**src/rtl/ppu_pkg.sv**
```systemverilog
// Shared PPU types and constants.
// Background fetch states, address constants and attribute helper.
package ppu_pkg;

    typedef enum logic [3:0] {
        ST_IDLE,
        ST_NT_A,
        ST_NT_D,
        ST_AT_A,
        ST_AT_D,
        ST_LO_A,
        ST_LO_D,
        ST_HI_A,
        ST_HI_D
    } bg_fetch_state_t;

    typedef enum logic [1:0] {
        PAIR_NT,
        PAIR_AT,
        PAIR_LO,
        PAIR_HI
    } fetch_pair_t;

    localparam logic [13:0] NT_BASE     = 14'h2000;
    localparam logic [9:0]  AT_OFFSET   = 10'h3C0;
    localparam logic [3:0]  PT_PLANE_HI = 4'h8;

    // Pick the 2-bit palette field of the quadrant {coarse_y[1], coarse_x[1]}
    function automatic logic [1:0] attr_pick(
        input logic [7:0] attr_byte,
        input logic [1:0] quad
    );
        logic [7:0] sh;
        sh = attr_byte >> {quad, 1'b0};
        return sh[1:0];
    endfunction

endpackage

```
**src/rtl/ppu_bg_addr_gen.sv**
```systemverilog
// Background fetch address generator.
// Maps the current fetch pair and latched scroll state to a PPU address.
module ppu_bg_addr_gen
    import ppu_pkg::*;
(
    input  fetch_pair_t  pair,
    input  logic [14:0]  v,
    input  logic         bg_table,
    input  logic [7:0]   nt_byte,
    output logic [13:0]  addr
);

    logic [13:0] pt_addr;

    // Nametable, attribute or pattern-plane address for the active pair
    always_comb begin
        addr    = '0;
        pt_addr = {1'b0, bg_table, nt_byte, 1'b0, v[14:12]};
        unique case (pair)
            PAIR_NT: addr = NT_BASE | {2'b00, v[11:0]};
            PAIR_AT: addr = NT_BASE
                          | {2'b00, v[11:10], AT_OFFSET}
                          | {8'b0, v[9:7], v[4:2]};
            PAIR_LO: addr = pt_addr;
            PAIR_HI: addr = pt_addr | {10'b0, PT_PLANE_HI};
            default: addr = '0;
        endcase
    end

endmodule

```
**src/rtl/ppu_bg_fetch.sv**
```systemverilog
// PPU background tile fetcher.
// 8-dot NT/AT/LO/HI fetch group, delivering one assembled tile per group.
module ppu_bg_fetch
    import ppu_pkg::*;
#(
    parameter int PPU_ADDR_W = 14
) (
    input  logic                  clk_ppu,
    input  logic                  rst_n,
    input  logic                  fetch_en,
    input  logic [14:0]           v_addr,
    input  logic                  bg_table,
    output logic [PPU_ADDR_W-1:0] ppu_addr,
    output logic                  ppu_rd,
    output logic                  ppu_wr,
    input  logic [7:0]            ppu_data_i,
    output logic [7:0]            tile_nt,
    output logic [1:0]            tile_attr,
    output logic [7:0]            tile_pat_lo,
    output logic [7:0]            tile_pat_hi,
    output logic                  tile_valid,
    output logic                  tile_done
);

    bg_fetch_state_t state_q, state_d;

    logic [14:0] v_q, v_d;
    logic        bg_q, bg_d;
    logic [7:0]  nt_q, nt_d;
    logic [1:0]  attr_q, attr_d;
    logic [7:0]  lo_q, lo_d;
    logic [7:0]  t_nt_q, t_nt_d;
    logic [1:0]  t_attr_q, t_attr_d;
    logic [7:0]  t_lo_q, t_lo_d;
    logic [7:0]  t_hi_q, t_hi_d;
    logic        t_valid_q, t_valid_d;

    fetch_pair_t pair;
    logic [14:0] v_eff;
    logic        bg_eff;
    logic [13:0] gen_addr;

    // Next-state logic for the fixed 8-cycle fetch chain
    always_comb begin
        state_d = state_q;
        unique case (state_q)
            ST_IDLE: if (fetch_en) state_d = ST_NT_A;
            ST_NT_A: state_d = ST_NT_D;
            ST_NT_D: state_d = ST_AT_A;
            ST_AT_A: state_d = ST_AT_D;
            ST_AT_D: state_d = ST_LO_A;
            ST_LO_A: state_d = ST_LO_D;
            ST_LO_D: state_d = ST_HI_A;
            ST_HI_A: state_d = ST_HI_D;
            ST_HI_D: state_d = fetch_en ? ST_NT_A : ST_IDLE;
            default: state_d = ST_IDLE;
        endcase
    end

    // State register
    always_ff @(posedge clk_ppu or negedge rst_n) begin
        if (!rst_n) state_q <= ST_IDLE;
        else        state_q <= state_d;
    end

    // Scroll latch, per-pair data capture and tile assembly
    always_comb begin
        v_d       = v_q;
        bg_d      = bg_q;
        nt_d      = nt_q;
        attr_d    = attr_q;
        lo_d      = lo_q;
        t_nt_d    = t_nt_q;
        t_attr_d  = t_attr_q;
        t_lo_d    = t_lo_q;
        t_hi_d    = t_hi_q;
        t_valid_d = 1'b0;
        unique case (state_q)
            ST_NT_A: begin
                v_d  = v_addr;
                bg_d = bg_table;
            end
            ST_NT_D: nt_d   = ppu_data_i;
            ST_AT_D: attr_d = attr_pick(ppu_data_i, {v_q[6], v_q[1]});
            ST_LO_D: lo_d   = ppu_data_i;
            ST_HI_D: begin
                t_nt_d    = nt_q;
                t_attr_d  = attr_q;
                t_lo_d    = lo_q;
                t_hi_d    = ppu_data_i;
                t_valid_d = 1'b1;
            end
            default: ;
        endcase
    end

    // Datapath registers
    always_ff @(posedge clk_ppu or negedge rst_n) begin
        if (!rst_n) begin
            v_q       <= '0;
            bg_q      <= 1'b0;
            nt_q      <= '0;
            attr_q    <= '0;
            lo_q      <= '0;
            t_nt_q    <= '0;
            t_attr_q  <= '0;
            t_lo_q    <= '0;
            t_hi_q    <= '0;
            t_valid_q <= 1'b0;
        end else begin
            v_q       <= v_d;
            bg_q      <= bg_d;
            nt_q      <= nt_d;
            attr_q    <= attr_d;
            lo_q      <= lo_d;
            t_nt_q    <= t_nt_d;
            t_attr_q  <= t_attr_d;
            t_lo_q    <= t_lo_d;
            t_hi_q    <= t_hi_d;
            t_valid_q <= t_valid_d;
        end
    end

    // Pair select; NT_A addresses straight from v_addr before it is latched
    always_comb begin
        pair   = PAIR_NT;
        v_eff  = v_q;
        bg_eff = bg_q;
        unique case (state_q)
            ST_NT_A: begin
                pair   = PAIR_NT;
                v_eff  = v_addr;
                bg_eff = bg_table;
            end
            ST_NT_D:          pair = PAIR_NT;
            ST_AT_A, ST_AT_D: pair = PAIR_AT;
            ST_LO_A, ST_LO_D: pair = PAIR_LO;
            ST_HI_A, ST_HI_D: pair = PAIR_HI;
            default:          pair = PAIR_NT;
        endcase
    end

    ppu_bg_addr_gen u_addr_gen (
        .pair     (pair),
        .v        (v_eff),
        .bg_table (bg_eff),
        .nt_byte  (nt_q),
        .addr     (gen_addr)
    );

    assign ppu_rd      = (state_q != ST_IDLE);
    assign ppu_addr    = ppu_rd ? gen_addr : '0;
    assign ppu_wr      = 1'b0;
    assign tile_nt     = t_nt_q;
    assign tile_attr   = t_attr_q;
    assign tile_pat_lo = t_lo_q;
    assign tile_pat_hi = t_hi_q;
    assign tile_valid  = t_valid_q;
    assign tile_done   = t_valid_q;

endmodule

```
**config.mk**
```make
export PLATFORM = sky130hd
export DESIGN_NAME = ppu_bg_fetch
export DESIGN_NICKNAME = d
export VERILOG_FILES = /design/src/rtl/ppu_pkg.sv /design/src/rtl/ppu_bg_addr_gen.sv /design/src/rtl/ppu_bg_fetch.sv
export SDC_FILE = /design/constraint.sdc
export NUM_CORES = 1
export LEC_CHECK = 0
export ABC_AREA = 1
export BUFFER_PORTS_ARGS = -buffer_cell sky130_fd_sc_hd__buf_2
export CORE_MARGIN = 2
export CORE_UTILIZATION = 37
export CTS_BUF_LIST = sky130_fd_sc_hd__clkbuf_2
export CTS_CLUSTER_SIZE = 8
export DETAILED_ROUTE_END_ITERATION = 8
export GPL_TIMING_DRIVEN = 0
export HOLD_SLACK_MARGIN = 0.1
export PLACE_DENSITY_LB_ADDON = 0.12
export RECOVER_POWER = 100
export SLEW_MARGIN = 25
export SYNTH_ARGS = -nofsm -noshare
export SYNTH_HDL_FRONTEND = slang
export SYNTH_SLANG_ARGS = --single-unit
```
**constraint.sdc**
```tcl
create_clock -name clk_ppu -period 2.8 [get_ports clk_ppu]
set_clock_uncertainty 0.15 [all_clocks]
set_input_delay 0.14 -clock clk_ppu [delete_from_list [all_inputs] [get_ports clk_ppu]]
set_output_delay 0.14 -clock clk_ppu [all_outputs]
set_load 0.01 [all_outputs]
```
==> flow_summary.ini, run 1 <==
[critical_path]
worstPathArrival_ns = 2.19
path_class = register to output port
slowest_stage = dfrtp_1
critPathLaunchType = register
crit_top_cell = nor2_1
endpoint_kind = output port
crit_fanout = 8
worstPathRequired_ns = 2.51
max_stage_delay_ns = 0.52
path_cells = nor2_1 > nand2_1 > nand2_2 > inv_1 > nand3_4 > nor2_1 > nor2_1 > clkbuf_1

[clocking]
post-cts-setup-buffers = 0
cts_buffers = 9
clk_pin_slew_ns = 0.20
cts_max_level = 3
clk_latency_ns = 0.49
cts_tree = built
cts-root-buf = clkbuf_2
ctsLongestPathBuffers = 2
clkSinkCount = 65

[sta]
finalSetupViolCount = 0
layout_setup_ws_ns = 0.320
layout_min_cycle_time_ns = 2.48
max_freq_mhz = 403
maxSlewViolCount = 67
rsz0062_at_grt = false
finalCritPeriodShare = 0.886
hold_viol_final = 0
tns_ns = 0
hold_slack_ns = 0.250
slew_headroom = -0.0749
tightestPinTransition_ns = 1.61

[synth]
synth_cell_type_count = 24
netlist_instances = 350
syn_area_per_cell_um2 = 8.33
seq_area_frac_synth = 0.558
synth_nets = 377
yosys_warnings = 0
synth-main-ff-cell = dfrtp_1
async_flop_share = 1.00
synth-edff-count = 0
ys_ff_latch = 65
synth_area_um2 = 2910

[floorplanning]
rows = 32
die_area_um2 = 8600
fp.dieH_um = 92.7
coreArea_um2 = 7690
pin_count = 71
die_width_um = 92.7
initial_core_util = 0.379

[global_routing]
antenna_found_initial = 0
grt_max_degree = 37
grt_pass1_wl_mm = 12.5
overflow = 0
grt_pass1_vias = 2566
grtUsageTotal = 0.185

[detailed_routing]
drc = 0
vias = 2594
via_per_inst = 4.57
ant_nets = 0
routed_wirelength_mm = 7.68
wl_per_cell_um = 13.5
drtPass1Iterations = 4
drtIter0Drc = 147

[cells_and_area]
area_growth_pct = 28.5
diodes = 0
multi_input_area_um2 = 1080
seqCellArea_um2 = 1630
drive_above_1_share = 0.151
nets = 487
nFillCells = 837

[job]
max-cap-violations = 2

[power]
leakagePower_uw = 0.00194
ir_worst_vdd_v = 0.000644
powerDensity_nw_per_um2 = 1180

[place]
dp_hpwl_mm = 5.28
pre_cts_ws_ns = 0.955
portBuffers = 69
gp_congestion = 0.798

[status]
failed_checks = max-capacitance violations, max-slew violations
status = finished with violations

[min_path]
hold_path_class = input pin to register
## cells in the mapped netlist, types with 2 or more instances
| library cell | instances | area share |
|---|---|---|
| a21oi_1 | 8 | 0.014 |
| a31oi_1 | 2 | 0.0043 |
| and2_1 | 3 | 0.0064 |
| buf_2 | 7 | 0.012 |
| buf_4 | 4 | 0.010 |
| clkbuf_1 | 2 | 0.0026 |
| dfrtp_1 | 65 | 0.56 |
| inv_1 | 28 | 0.036 |
| inv_2 | 5 | 0.0064 |
| nand2_1 | 123 | 0.16 |
| nand2_2 | 4 | 0.0086 |
| nand3_1 | 15 | 0.026 |
| nand3b_1 | 4 | 0.010 |
| nor2_1 | 26 | 0.033 |
| nor2_2 | 3 | 0.0064 |
| nor2_4 | 5 | 0.019 |
| o21ai_0 | 32 | 0.055 |
| o21ai_1 | 8 | 0.014 |
## worst max-delay path: cells and delay by family, from the launching register on
| kind | cells | cell delay [ns] |
|---|---|---|
| simple gates | 6 | 0.90 |
| flops | 1 | 0.52 |
| buf+inv | 2 | 0.28 |
## flip-flops by register name (all words and copies together), names as in the netlist
register     flops
attr_q           2
bg_q             1
lo_q             8
nt_q             8
state_q          4
tile_attr        2
tile_done        1
tile_nt          8
tile_pat_hi      8
tile_pat_lo      8
v_q             15
## logic make-up (layout without fill, tap and decap cells)
group	count (synthesis)	in the layout	share of synthesized area
other	1	1	0.00129
AOI/OAI and AO/OA	51	51	0.0893
DFF	65	65	0.558
buffers and inverters	46	161	0.0674
and+or+nand+nor	187	187	0.284
## final cells by class
type | count | area share
sequential | 65 | 0.434
tap | 102 | 0.0341
buffer | 13 | 0.0180
inverter | 33 | 0.0331
clock buffer | 9 | 0.0120
clock inverter | 7 | 0.0207
multi-input combinational | 239 | 0.288
timing repair buffer | 99 | 0.160
## worst paths after layout
check	startpoint	to	slack (ns)	cells after the start
max in group asynchronous	rst_n	nt_q[1]	0.47	4
worst max-delay path	state_q[3]	ppu_addr[8]	0.32	8
worst min-delay path	fetch_en	state_q[0]	0.25	4
min in group asynchronous	rst_n	lo_q[3]	1.03	4
worst max register to register	state_q[3]	tile_nt[3]	0.86	4
worst min register to register	tile_attr[0]	tile_attr[0]	0.35	2
## per-layer routing
| layer | global-route usage | up-vias | share of wire |
|---|---|---|---|
| met3 | 0.0334 | 13 | 0.046 |
| li1 | - | 1317 | - |
| met4 | 0.0760 | 0 | 0.019 |
| met5 | 0 | - | 0 |
| met1 | 0.255 | 1207 | 0.48 |
| met2 | 0.289 | 57 | 0.45 |
## cell usage in the layout (no fill, tap or decap)
cell	netlist	routed
a21oi_1	8	8
a31oi_1	2	2
and2_0	0	3
buf_2	7	34
buf_4	4	5
bufinv_16	0	1
clkbuf_1	2	44
clkbuf_2	0	9
clkinv_2	0	1
clkinv_4	0	2
clkinvlp_4	0	1
conb_1	1	1
dfrtp_1	65	65
dlygate4sd3_1	0	28
dlymetal6s2s_1	0	1
inv_1	28	28
inv_2	5	5
inv_6	0	2
nand2_1	123	125
nand2_2	4	2
nand2_4	1	1
nand3_1	15	15
nand3_2	1	1
nand3_4	1	1
nand3b_1	4	4
nor2_1	26	29
nor2_4	5	5
nor3_1	1	1
o211ai_1	1	1
o21ai_0	32	35
o21ai_1	8	5
## stage by stage
stage,utilization,instance area (um2),total power (uW),cells
2_1_floorplan,-,2910,3080,350
3_3_place_gp,0.441,3390,3860,521
3_5_place_dp,0.444,3410,3900,522
4_1_cts,0.499,3830,4540,567
5_1_grt,0.487,3740,4820,567
6_report,0.487,3740,4410,567
## power breakdown
group | switching (uW) | total [uW] | leakage [uW] | internal (uW)
Clock | 389 | 603 | 0.0000729 | 214
Sequential | 247 | 1600 | 0.000791 | 1350
Combinational | 1440 | 2200 | 0.00108 | 761
## repair_timing
action                                  CTS  global route
hold buffers                             29             0
hold endpoints to repair                108             0
endpoints found under the setup margin    0             0
resized for setup                         0             0
(Power assumes the default switching activity.)
==> inputs of run 2 (changes only) <==
--- a/config.mk
+++ b/config.mk
@@ -19,4 +19,5 @@
 export SLEW_MARGIN = 25
 export SYNTH_ARGS = -nofsm -noshare
 export SYNTH_HDL_FRONTEND = slang
+export SYNTH_HIERARCHICAL = 1
 export SYNTH_SLANG_ARGS = --single-unit
==> run 2 against run 1 <==
The flow now finishes without violations; clock power up 11%; global-route usage down 0.25 points; critical path depth up 3; cell area up 5.6%; sequential cell count unchanged; via count down 0.73%; register-to-register slack better by 0.41 ns; clock-buffer cell count up 1; wire length down 3.5%; setup slack worse by 0.10 ns; die area up 4.3%; critical path type unchanged; largest cell class unchanged.
==> flow_summary.ini, run 2 <==
[synth]
synth_area_um2 = 3040
synth_nets = 393
netlist_instances = 366
synth-main-ff-cell = dfrtp_1
yosysMostFrequentCell = nand2_1
yosys_warnings = 6
async_flop_share = 1.00
synth_cell_type_count = 22
yosysTopAreaCell = dfrtp_1
synth_top_area_frac = 0.534
synth_common_cells = nand2_1 (136), dfrtp_1 (65), inv_1 (51)
seq_area_frac_synth = 0.534
syn_area_per_cell_um2 = 8.32
netlist_top_cells_area = dfrtp_1 (53%), nand2_1 (17%), inv_1 (6.3%), o21ai_2 (4.3%), nor2_1 (3.1%)
synth-edff-count = 0
ys_ff_latch = 65

[power]
ir_worst_vdd_v = 0.000410
powerDensity_nw_per_um2 = 1220
leakagePower_uw = 0.00222

[critical_path]
critPathLaunchType = register
path_delay_family = buffers and inverters
worstPathRequired_ns = 2.51
crit_top_cell = inv_1
path_cells = inv_1 > nand2_1 > nor2_1 > a21oi_1 > nand2_1 > buf_4 > inv_1 > a21oi_1 > inv_1 > nor2_1 > buf_2
endpoint_kind = output port
slowest_stage = dfrtp_1
worstPathArrival_ns = 2.29
startpoint = state_q[1]
path_class = register to output port
cp_num_buf_inv = 5
worstReg2RegStart = state_q[3]
max_stage_delay_ns = 0.46
crit_fanout = 7

[cells_and_area]
drive_above_1_share = 0.272
seqCellArea_um2 = 1630
regMostFlops = v_q
final_cell_mix = nand2_1 (136), buf_2 (71), dfrtp_1 (64)
diodes = 0
largest_reg_flops = 15
layout_commonest_cell = nand2_1
fin_cells = 586
area_growth_pct = 29.9
nets = 503
nFillCells = 820
multi_input_area_um2 = 1080

[global_routing]
antenna_found_initial = 0
grtUsageTotal = 0.183
grt_max_degree = 49
grt_pass1_wl_mm = 12.6
overflow = 0
grt_pass1_vias = 2586

[detailed_routing]
via_per_inst = 4.39
drtPass1Iterations = 4
drc = 0
drtIter0Drc = 114
ant_nets = 0
routed_wirelength_mm = 7.41
vias = 2575
wl_per_cell_um = 12.7

[place]
portBuffers = 69
gp_congestion = 0.813
placed_cells = 541
dp_hpwl_mm = 5.12

[sta]
finalCritPeriodShare = 0.922
layout_min_cycle_time_ns = 2.58
rsz0062_at_grt = false
finalSetupViolCount = 0
hold_viol_final = 0
tightestPinTransition_ns = 1.19
max_freq_mhz = 387
maxSlewViolCount = 0
hold_slack_ns = 0.241
slew_headroom = 0.203
tns_ns = 0

[min_path]
holdCritStartpoint = fetch_en
hold_path_class = input pin to register

[clocking]
cts_max_level = 3
cts_tree = built
clk_latency_ns = 0.49
cts-root-buf = clkbuf_2
clkSinkCount = 65
cts_buffers = 9
ctsLongestPathBuffers = 2
clk_pin_slew_ns = 0.19

[floorplanning]
pin_count = 71
initial_core_util = 0.376
die_width_um = 94.7
die_area_um2 = 8970
fp.dieH_um = 94.7
rows = 33
coreArea_um2 = 8090

[status]
status = completed

[job]
max-cap-violations = 0
run 2: cell count changes after synthesis, sizes merged, moves of 3 or more:
cell	delta
nand2	+10
and2	-3
nor2	-5
inv	+20
buf	+5
nand3b	-4
run 2: what timing repair did:
item | CTS | global route
hold buffers | 28 | 0
gates resized for setup | 0 | 1
buffers inserted | 0 | 1
hold endpoints to repair | 108 | 0
endpoints found under the setup margin | 0 | 10
run 2: metrics by stage:
step / instance area [um2] / utilization / total power (uW) / worst slack, ns
floorplan: 3040 / - / 3330 / 0.990
global placement: 3520 / 0.435 / 4120 / 0.718
detailed placement: 3550 / 0.439 / 4150 / 0.704
CTS: 3970 / 0.491 / 4860 / 0.0936
global route: 3960 / 0.489 / 5290 / 0.00849
finish: 3960 / 0.489 / 4820 / 0.217
run 2: kinds of logic (layout without fill, tap and decap cells):
logic type | count (synthesis) | count (layout) | share of synthesized area
other | 1 | 1 | 0.00123
buffers and inverters | 69 | 184 | 0.112
flip-flops | 65 | 65 | 0.534
AND/OR/NAND/NOR | 184 | 184 | 0.254
AO/OA/AOI/OAI | 47 | 47 | 0.0982
run 2: where the power goes:
group,total [uW],internal [uW],switching (uW)
Clock,668,301,367
Sequential,1610,1360,249
Combinational,2540,1020,1520
run 2: worst register-to-register path, delay by kind of cell (launching register included):
family / cells / cell delay [ns]
AND/OR/NAND/NOR: 3 / 0.49
buffers and inverters: 1 / 0.23
flip-flops: 1 / 0.50
AO/OA/AOI/OAI: 1 / 0.07
run 2: cell type report:
type                    count  share of cell area
inverters                  53              0.0503
clock buffers              10              0.0127
multi-input cells         232               0.272
plain buffers              16              0.0361
well taps                 105              0.0332
flip-flops and latches     65               0.412
clock inverters             6              0.0231
repair buffers             99               0.161
run 2: layer usage:
| layer | track usage | routed length, um | share of wire | vias up |
|---|---|---|---|---|
| met1 | 0.257 | 3670 | 0.49 | 1178 |
| met3 | 0.0279 | 300 | 0.040 | 8 |
| met5 | 0 | 0 | 0 | - |
| li1 | - | - | - | 1330 |
| met2 | 0.280 | 3340 | 0.45 | 59 |
| met4 | 0.0785 | 104 | 0.014 | 0 |
run 2: worst paths after layout:
path | end | slack [ns] | cells past startpoint
setup / recovery | ppu_addr[7] | 0.22 | 11
hold / removal | state_q[0] | 0.24 | 4
setup reg to reg | v_q[4] | 1.27 | 5
hold reg to reg | tile_attr[1] | 0.33 | 2
max in group asynchronous | state_q[0] | 0.76 | 4
min in group asynchronous | lo_q[3] | 0.92 | 4
==> inputs of run 3 (changes only) <==
--- a/config.mk
+++ b/config.mk
@@ -7,8 +7,10 @@
 export LEC_CHECK = 0
 export ABC_AREA = 1
 export BUFFER_PORTS_ARGS = -buffer_cell sky130_fd_sc_hd__buf_2
+export CELL_PAD_IN_SITES_DETAIL_PLACEMENT = 1
+export CELL_PAD_IN_SITES_GLOBAL_PLACEMENT = 1
 export CORE_MARGIN = 2
-export CORE_UTILIZATION = 37
+export CORE_UTILIZATION = 44
 export CTS_BUF_LIST = sky130_fd_sc_hd__clkbuf_2
 export CTS_CLUSTER_SIZE = 8
 export DETAILED_ROUTE_END_ITERATION = 8
==> run 3 against run 2 <==
Sequential cell count did not move; worst hold slack better by 0.0082 ns; largest power group unchanged; global-route usage increased by 5.2 points; critical endpoint is now ppu_addr[10]; register-to-register slack worse by 0.20 ns; first-iteration DRC count fell by 44%; wire length up 12%; die area fell by 15%; setup slack got worse by 0.012 ns.
==> flow_summary.ini, run 3 (synthesis results as in run 2) <==
[critical_path]
endpoint_kind = output port
path_class = register to output port
worstPathArrival_ns = 2.30
crit_fanout = 10
worstPathRequired_ns = 2.51
critPathLaunchType = register

[clocking]
cts_tree = built
clk_pin_slew_ns = 0.19
clkSinkCount = 65
cts_max_level = 3
ctsLongestPathBuffers = 2
cts_buffers = 9
clk_latency_ns = 0.49
cts-root-buf = clkbuf_2

[sta]
layout_min_cycle_time_ns = 2.59
maxSlewViolCount = 0
tns_ns = 0
slew_headroom = 0.159
rsz0062_at_grt = false
hold_viol_final = 0
finalCritPeriodShare = 0.927
finalSetupViolCount = 0
max_freq_mhz = 385
tightestPinTransition_ns = 1.26

[detailed_routing]
vias = 2703
ant_nets = 0
drtIter0Drc = 64
drtPass1Iterations = 4
drc = 0
routed_wirelength_mm = 8.30
wl_per_cell_um = 14.8
via_per_inst = 4.82

[floorplanning]
pin_count = 71
fp.dieH_um = 87.2
rows = 30
coreArea_um2 = 6760
die_width_um = 87.2
initial_core_util = 0.451
die_area_um2 = 7600

[global_routing]
antenna_found_initial = 0
grt_pass1_vias = 2847
grtUsageTotal = 0.234
grt_pass1_wl_mm = 13.7
overflow = 0
grt_max_degree = 51

[cells_and_area]
regMostFlops = v_q
nFillCells = 872
layout_commonest_cell = nand2_1
drive_above_1_share = 0.185
final_cell_mix = nand2_1 (138), dfrtp_1 (63), inv_1 (51)
nets = 503
largest_reg_flops = 15
area_growth_pct = 24.2
diodes = 0
post-route-util = 0.559

[place]
gp_congestion = 0.783
dp_hpwl_mm = 5.72
portBuffers = 69

[power]
ir_worst_vdd_v = 0.000495
leakagePower_uw = 0.00208
powerDensity_nw_per_um2 = 1210

[job]
max-cap-violations = 0

[status]
status = completed

[min_path]
hold_path_class = input pin to register
run 3: changes by cell type in the layout (fill, tap and decap cells not counted), moves of 4 or more:
cell | previous run | this run
buf_2 | 71 | 34
clkbuf_1 | 1 | 36
clkbuf_2 | 11 | 15
o21ai_0 | 13 | 24
o21ai_1 | 12 | 6
o21ai_2 | 15 | 10
run 3: what timing repair did:
| item | CTS | global route |
|---|---|---|
| hold endpoints to repair | 108 | 0 |
| buffers inserted | 0 | 1 |
| hold buffers | 28 | 0 |
| setup endpoints to repair | 0 | 12 |
| resized for setup | 0 | 3 |
run 3: path summary, 6_finish.rpt:
check	end	slack, ns	startpoint	cells past startpoint
worst min-delay path	state_q[0]	0.25	fetch_en	4
max in group asynchronous	state_q[3]	0.75	rst_n	4
worst max-delay path	ppu_addr[10]	0.21	state_q[3]	9
min in group asynchronous	lo_q[1]	0.94	rst_n	4
worst min register to register	tile_pat_lo[4]	0.34	lo_q[4]	2
worst max register to register	lo_q[5]	1.07	state_q[0]	6
run 3: worst max-delay path: stages, from the launching register on:
cell and delay, ns:
dfrtp_2 0.50, nor2_2 0.20, nand3_2 0.17, buf_4 0.24, o21ai_0 0.26, nand2_1 0.10, nand2_1 0.07, inv_1 0.04
nor2_1 0.09, buf_2 0.14
run 3: cell type report:
cell class,instances,area [um2],area share
buffer,16,118,0.0311
timing repair buffer,99,602,0.159
multi-input combinational,232,1050,0.277
clock buffer,10,50.0,0.0132
inverter,53,199,0.0526
tap,80,100,0.0265
sequential,65,1630,0.431
clock inverter,6,35.0,0.00927
run 3: metrics by stage:
stage | setup slack [ns] | hold slack [ns] | area [um2] | instances | total power, uW
after global placement | 0.690 | 0.215 | 3490 | 515 | 4100
after global routing | 0.00648 | 0.242 | 3780 | 561 | 5020
after CTS | 0.0477 | 0.232 | 3880 | 560 | 4720
after detailed placement | 0.633 | -0.131 | 3520 | 516 | 4210
after floorplan | 0.990 | -0.306 | 3040 | 366 | 3330
final | 0.205 | 0.249 | 3780 | 561 | 4590
run 3: layer usage:
metal	wire length, um	GRT usage	share of wire
met1	3900	0.315	0.47
met2	4100	0.388	0.49
met3	224	0.0389	0.027
met4	83	0.0741	0.010
met5	0	0	0
run 3: power breakdown:
| part | total (uW) | internal [uW] | switching (uW) |
|---|---|---|---|
| Combinational | 2490 | 925 | 1570 |
| Clock | 466 | 114 | 352 |
| Sequential | 1630 | 1360 | 268 |
